`src/rtl/systolic_pkg.sv`:
```
// Shared types for the systolic MAC array: feeder state encoding and a
// counter-width helper used by the edge drivers.
package systolic_pkg;

  typedef enum logic [5:0] {
    IDLE_S  = 6'b000001,
    ARMED_S = 6'b000010,
    SKEW_S  = 6'b000100,
    ISSUE_S = 6'b001000,
    DRAIN_S = 6'b010000,
    DONE_S  = 6'b100000
  } feeder_state_e;

  // Bits needed to hold 0..max_val, never less than one.
  function automatic int cnt_w(input int max_val);
    cnt_w = (max_val < 1) ? 1 : $clog2(max_val + 1);
  endfunction

endpackage

```
`src/rtl/feeder_buf.sv`:
```
// Operand vector store: depth_p x width_p registers, one synchronous write
// port and one asynchronous read port. Contents are deliberately not reset.
module feeder_buf import systolic_pkg::*; #(
  parameter int width_p = 32,
  parameter int depth_p = 8,
  parameter int addr_w_p = $clog2(depth_p)
) (
  input  logic                clk_i,
  input  logic                we_i,
  input  logic [addr_w_p-1:0] waddr_i,
  input  logic [width_p-1:0]  wdata_i,
  input  logic [addr_w_p-1:0] raddr_i,
  output logic [width_p-1:0]  rdata_o
);

  logic [width_p-1:0] mem_q [depth_p];

  always_ff @(posedge clk_i) begin
    if (we_i) begin
      mem_q[waddr_i] <= wdata_i;
    end
  end

  assign rdata_o = mem_q[raddr_i];

endmodule

```
`src/rtl/operand_feeder.sv`:
```
// Edge driver for one systolic row: loads an operand vector, streams it into
// the first PE after a programmable skew, and sinks the far-edge stream.
module operand_feeder import systolic_pkg::*; #(
  parameter int width_p = 32,
  parameter int depth_p = 8,
  parameter int skew_p  = 0
) (
  input  logic               clk_i,
  input  logic               reset_i,
  input  logic               en_i,
  input  logic               ld_valid_i,
  output logic               ld_ready_o,
  input  logic [width_p-1:0] ld_data_i,
  input  logic               ld_last_i,
  input  logic               start_i,
  output logic               busy_o,
  output logic               done_o,
  output logic               data_valid_o,
  input  logic               data_ready_i,
  output logic [width_p-1:0] data_o,
  input  logic               tail_valid_i,
  input  logic [width_p-1:0] tail_data_i,
  output logic               tail_yumi_o
);

  localparam int CW = cnt_w(depth_p);
  localparam int SW = cnt_w(skew_p);
  localparam int AW = $clog2(depth_p);

  feeder_state_e state_q, state_d;
  logic [CW-1:0] len_q, len_d;
  logic [CW-1:0] wr_cnt_q, wr_cnt_d;
  logic [CW-1:0] rd_cnt_q, rd_cnt_d;
  logic [CW-1:0] tail_cnt_q, tail_cnt_d;
  logic [SW-1:0] skew_cnt_q, skew_cnt_d;

  logic               ld_fire, iss_fire;
  logic [width_p-1:0] rdata;
  logic               unused_tail;

  // The far-edge words have already been consumed by every PE in the row.
  assign unused_tail = ^tail_data_i;

  assign ld_ready_o   = en_i & (state_q == IDLE_S);
  assign data_valid_o = en_i & (state_q == ISSUE_S);
  assign tail_yumi_o  = en_i & tail_valid_i & (tail_cnt_q < len_q)
                      & ((state_q == ISSUE_S) | (state_q == DRAIN_S));
  assign done_o       = en_i & (state_q == DONE_S);
  assign busy_o       = (state_q != IDLE_S);
  assign data_o       = (state_q == ISSUE_S) ? rdata : '0;

  assign ld_fire  = ld_valid_i & ld_ready_o;
  assign iss_fire = data_valid_o & data_ready_i;

  feeder_buf #(
    .width_p (width_p),
    .depth_p (depth_p),
    .addr_w_p(AW)
  ) u_buf (
    .clk_i  (clk_i),
    .we_i   (ld_fire),
    .waddr_i(wr_cnt_q[AW-1:0]),
    .wdata_i(ld_data_i),
    .raddr_i(rd_cnt_q[AW-1:0]),
    .rdata_o(rdata)
  );

  always_comb begin
    state_d    = state_q;
    len_d      = len_q;
    wr_cnt_d   = wr_cnt_q;
    rd_cnt_d   = rd_cnt_q;
    tail_cnt_d = tail_cnt_q;
    skew_cnt_d = skew_cnt_q;

    if (tail_yumi_o) begin
      tail_cnt_d = tail_cnt_q + CW'(1);
    end

    if (en_i) begin
      case (state_q)
        IDLE_S: begin
          if (ld_fire) begin
            wr_cnt_d = wr_cnt_q + CW'(1);
            if (ld_last_i || (wr_cnt_q == CW'(depth_p - 1))) begin
              len_d   = wr_cnt_q + CW'(1);
              state_d = ARMED_S;
            end
          end
        end
        ARMED_S: begin
          if (start_i) begin
            if (skew_p == 0) begin
              state_d = ISSUE_S;
            end else begin
              skew_cnt_d = SW'(skew_p);
              state_d    = SKEW_S;
            end
          end
        end
        SKEW_S: begin
          skew_cnt_d = skew_cnt_q - SW'(1);
          if (skew_cnt_q == SW'(1)) begin
            state_d = ISSUE_S;
          end
        end
        ISSUE_S: begin
          if (iss_fire) begin
            rd_cnt_d = rd_cnt_q + CW'(1);
            if (rd_cnt_q == len_q - CW'(1)) begin
              state_d = DRAIN_S;
            end
          end
        end
        // Looking at the next tail count lets done_o follow the final yumi.
        DRAIN_S: begin
          if (tail_cnt_d == len_q) begin
            state_d = DONE_S;
          end
        end
        DONE_S: begin
          len_d      = '0;
          wr_cnt_d   = '0;
          rd_cnt_d   = '0;
          tail_cnt_d = '0;
          skew_cnt_d = '0;
          state_d    = IDLE_S;
        end
        default: state_d = IDLE_S;
      endcase
    end
  end

  always_ff @(posedge clk_i or posedge reset_i) begin
    if (reset_i) begin
      state_q    <= IDLE_S;
      len_q      <= '0;
      wr_cnt_q   <= '0;
      rd_cnt_q   <= '0;
      tail_cnt_q <= '0;
      skew_cnt_q <= '0;
    end else begin
      state_q    <= state_d;
      len_q      <= len_d;
      wr_cnt_q   <= wr_cnt_d;
      rd_cnt_q   <= rd_cnt_d;
      tail_cnt_q <= tail_cnt_d;
      skew_cnt_q <= skew_cnt_d;
    end
  end

endmodule
```
`config.mk`:
```
export PLATFORM = sky130hd
export DESIGN_NAME = operand_feeder
export DESIGN_NICKNAME = d
export VERILOG_FILES = /design/src/rtl/systolic_pkg.sv /design/src/rtl/feeder_buf.sv /design/src/rtl/operand_feeder.sv
export SDC_FILE = /design/constraint.sdc
export NUM_CORES = 1
export LEC_CHECK = 0
export CORE_MARGIN = 3
export CORE_UTILIZATION = 55
export CTS_BUF_LIST = sky130_fd_sc_hd__clkbuf_2 sky130_fd_sc_hd__clkbuf_4 sky130_fd_sc_hd__clkbuf_8
export DETAILED_ROUTE_END_ITERATION = 16
export PLACE_DENSITY = 0.86
export SYNTH_ARGS = -nofsm -noshare
export SYNTH_HDL_FRONTEND = slang
export SYNTH_HIERARCHICAL = 1
export SYNTH_SLANG_ARGS = --single-unit
```
`constraint.sdc`:
```
create_clock -name clk_i -period 5.93 [get_ports clk_i]
set_input_delay 0.593 -clock clk_i [delete_from_list [all_inputs] [get_ports clk_i]]
set_output_delay 0.593 -clock clk_i [all_outputs]
set_load 0.005 [all_outputs]
```
==> impl_metrics.tcl <==
set metrics [dict create \
    status "complete, no violations" \
    layout_setup_ws_ns 1.786 \
    dp_hpwl_mm 12.73 \
    avgSynthCellArea_um2 19.78 \
    syn_inst 582 \
    synth_top_area_share_pct 66.78 \
    yosysUniqueCellTypes 52 \
    period_needed_ns 4.144 \
    antenna_found_initial 0 \
    clock-sinks 277 \
    start_util_pct 56.34 \
    insertedDiodeCount 0 \
    die_area_um2 22700 \
    seq_area_frac_synth_pct 71.36 \
    arrival_ns 3.55 \
    port_buffers 76 \
    finalSetupViolCount 0 \
    relSlewSlack_pct 20.17 \
    slowest_delay_ns 0.88 \
    htree_levels 2 \
    synthTopCellsByArea "edfxtp_1 67%, mux4_1 9.1%, mux4_2 4.7%" \
    synth_fp_nets 661 \
    start_kind "flip-flop" \
    synth_warnings 6 \
    synthFlopType "edfxtp_1" \
    syn_area_um2 11510 \
    die_h_um 150.7 \
    cp-end-kind "output port" \
    clockBufferDepth 3 \
    die_w_um 150.7 \
    route.final.wire_length_mm 21.86 \
    p_per_area_nw_per_um2 368.2 \
    critPathKind "flip-flop to output port" \
    path_max_fanout 41 \
    fin_skew_ns 0.02450 \
    p_leak_nw 4.478 \
    grt_max_degree 42 \
    grt_overflow_total 0 \
    ant_nets 0 \
    drt-pass1-iter-count 4 \
    place.gp.congestion 0.8714 \
    io_pins 109 \
    layout-drive-gt1-share_pct 22.30 \
    post_cts_buffers 0 \
    fin_hold_ws_ns 0.5135 \
    worstPathRequired_ns 5.34 \
    layout.nets 771 \
    pre_cts_ws_ns 2.194 \
    yosysMostFrequentCell "edfxtp_1" \
    track_usage_pct 19.81 \
    ys_top_cells_by_count "256 x edfxtp_1, 40 x mux4_1, 35 x and2_1" \
    ys_ff_latch 277 \
    timing.final.crit_share_pct 69.87 \
    slew_violations 0 \
    min_path_type "input port to asynchronous set/reset pin" \
    row_count 52 \
    grt_pass1_wl_mm 33.91 \
    finalHoldViolCount 0 \
    cts_buffers 44 \
    drc_errors 0 \
    setup_tns_ns 0 \
    cts.clk_slew.worst_paths_ns 0.06 \
    yosys.area.top_type "edfxtp_1" \
    cts-root-buf "clkbuf_8" \
    vias_per_cell 5.865 \
    postCtsHoldBufs 0 \
    maxCapViolCount 0 \
    cts-resized-gates 0 \
    cts_tree "yes" \
    clk_latency_ns 0.54 \
    areaGrowthSynthToFinish_pct 17.21 \
    post_drt_wl_per_cell_um 22.03 \
    core_region_area_um2 20430 \
    cp_cell_sequence "buf_4, mux4_1, mux2_2, and2_1, clkdlybuf4s50_1" \
    dr_total_vias 5818 \
    synth_edf_count 256 \
    grt_pass1_vias 6139 \
    rsz0062_at_grt "false" \
    peakVddDrop_uv 277.3 \
    slowest_stage "dfrtp_4" \
    drt-initial-drc-count 474 \
    postSynth.asyncResetShare_pct 7.581 \
    tightest_slew_ns 1.191 \
    fmax_mhz 241.3 \
]
-- path summary, 6_finish.rpt --
path	from	endpoint	slack (ns)	depth (start not counted)
min in group clk_i	rd_cnt_q[3]	rd_cnt_q[3]	0.51	1
setup / recovery	rd_cnt_q[0]	data_o[31]	1.79	5
setup reg to reg	state_q[1]	u_buf/mem_q[4][26]	2.61	9
hold / removal	reset_i	state_q[3]	0.51	2
max in group asynchronous	reset_i	rd_cnt_q[0]	4.81	2
hold reg to reg	rd_cnt_q[3]	rd_cnt_q[3]	0.51	1
-- worst max-delay path: cells and delay by family (launching register included) --
| family | cells | cell delay [ns] |
|---|---|---|
| buffers and inverters | 2 | 1.00 |
| and+or+nand+nor | 1 | 0.14 |
| DFF | 1 | 0.88 |
| muxes | 2 | 0.95 |
-- kinds of logic after synthesis --
group                    Yosys count  synth area share (%)
multiplexers                      97                 17.04
AND/OR/NAND/NOR                  109                 5.239
XOR/XNOR                          16                 1.457
AO/OA/AOI/OAI                     38                 2.359
adder cells (fa/ha/maj)            7                0.7608
buffers and inverters             38                 1.783
flip-flops                       277                 71.36
-- cell type report --
type	instances	area (um^2)
clock buffer	60	732.0
clock inverter	16	132.6
fill	1324	6938
inverter	14	52.55
multi-input combinational	267	3153
sequential	277	8220
tap	270	337.8
timing repair buffer	88	863.3
-- sequential cells by signal, indices dropped and copies added (netlist names) --
register / count
u_buf/mem_q: 256
state_q: 5
len_q: 4
rd_cnt_q: 4
tail_cnt_q: 4
wr_cnt_q: 4
-- layer usage --
layer	part of all wire (%)	GRT usage [%]
met4	1.7	5.848
met2	50	32.65
met3	7.3	5.238
met1	41	26.39
met5	0	0
-- layout by cell type (no fill, tap or decap), types with 10 or more instances in the layout --
cell type	n
nand2_1	22
dfrtp_1	17
edfxtp_1	256
mux4_2	24
inv_1	12
buf_4	11
clkbuf_8	45
clkinv_1	10
clkdlybuf4s50_1	76
mux4_1	40
clkbuf_4	15
o21ai_0	14
nor2_1	16
mux2_2	32
and2_1	35
-- power by group --
group / internal [mW] / switching (mW) / total (mW)
registers: 2.26 / 0.175 / 2.43
clock network: 0.887 / 0.700 / 1.59
logic: 0.528 / 0.421 / 0.948
-- per-stage QoR --
stage               instance area (um^2)  utilization (%)  total power, mW  instances
floorplan                          11510                -            3.131        582
global placement                   12630            61.81            3.369        916
detailed placement                 12630            61.81            3.419        916
CTS                                13490            66.04            5.011        992
global route                       13490            66.04            5.201        992
finish                             13490            66.04            4.967        992
Note: power is estimated with default switching activity, not from simulation.
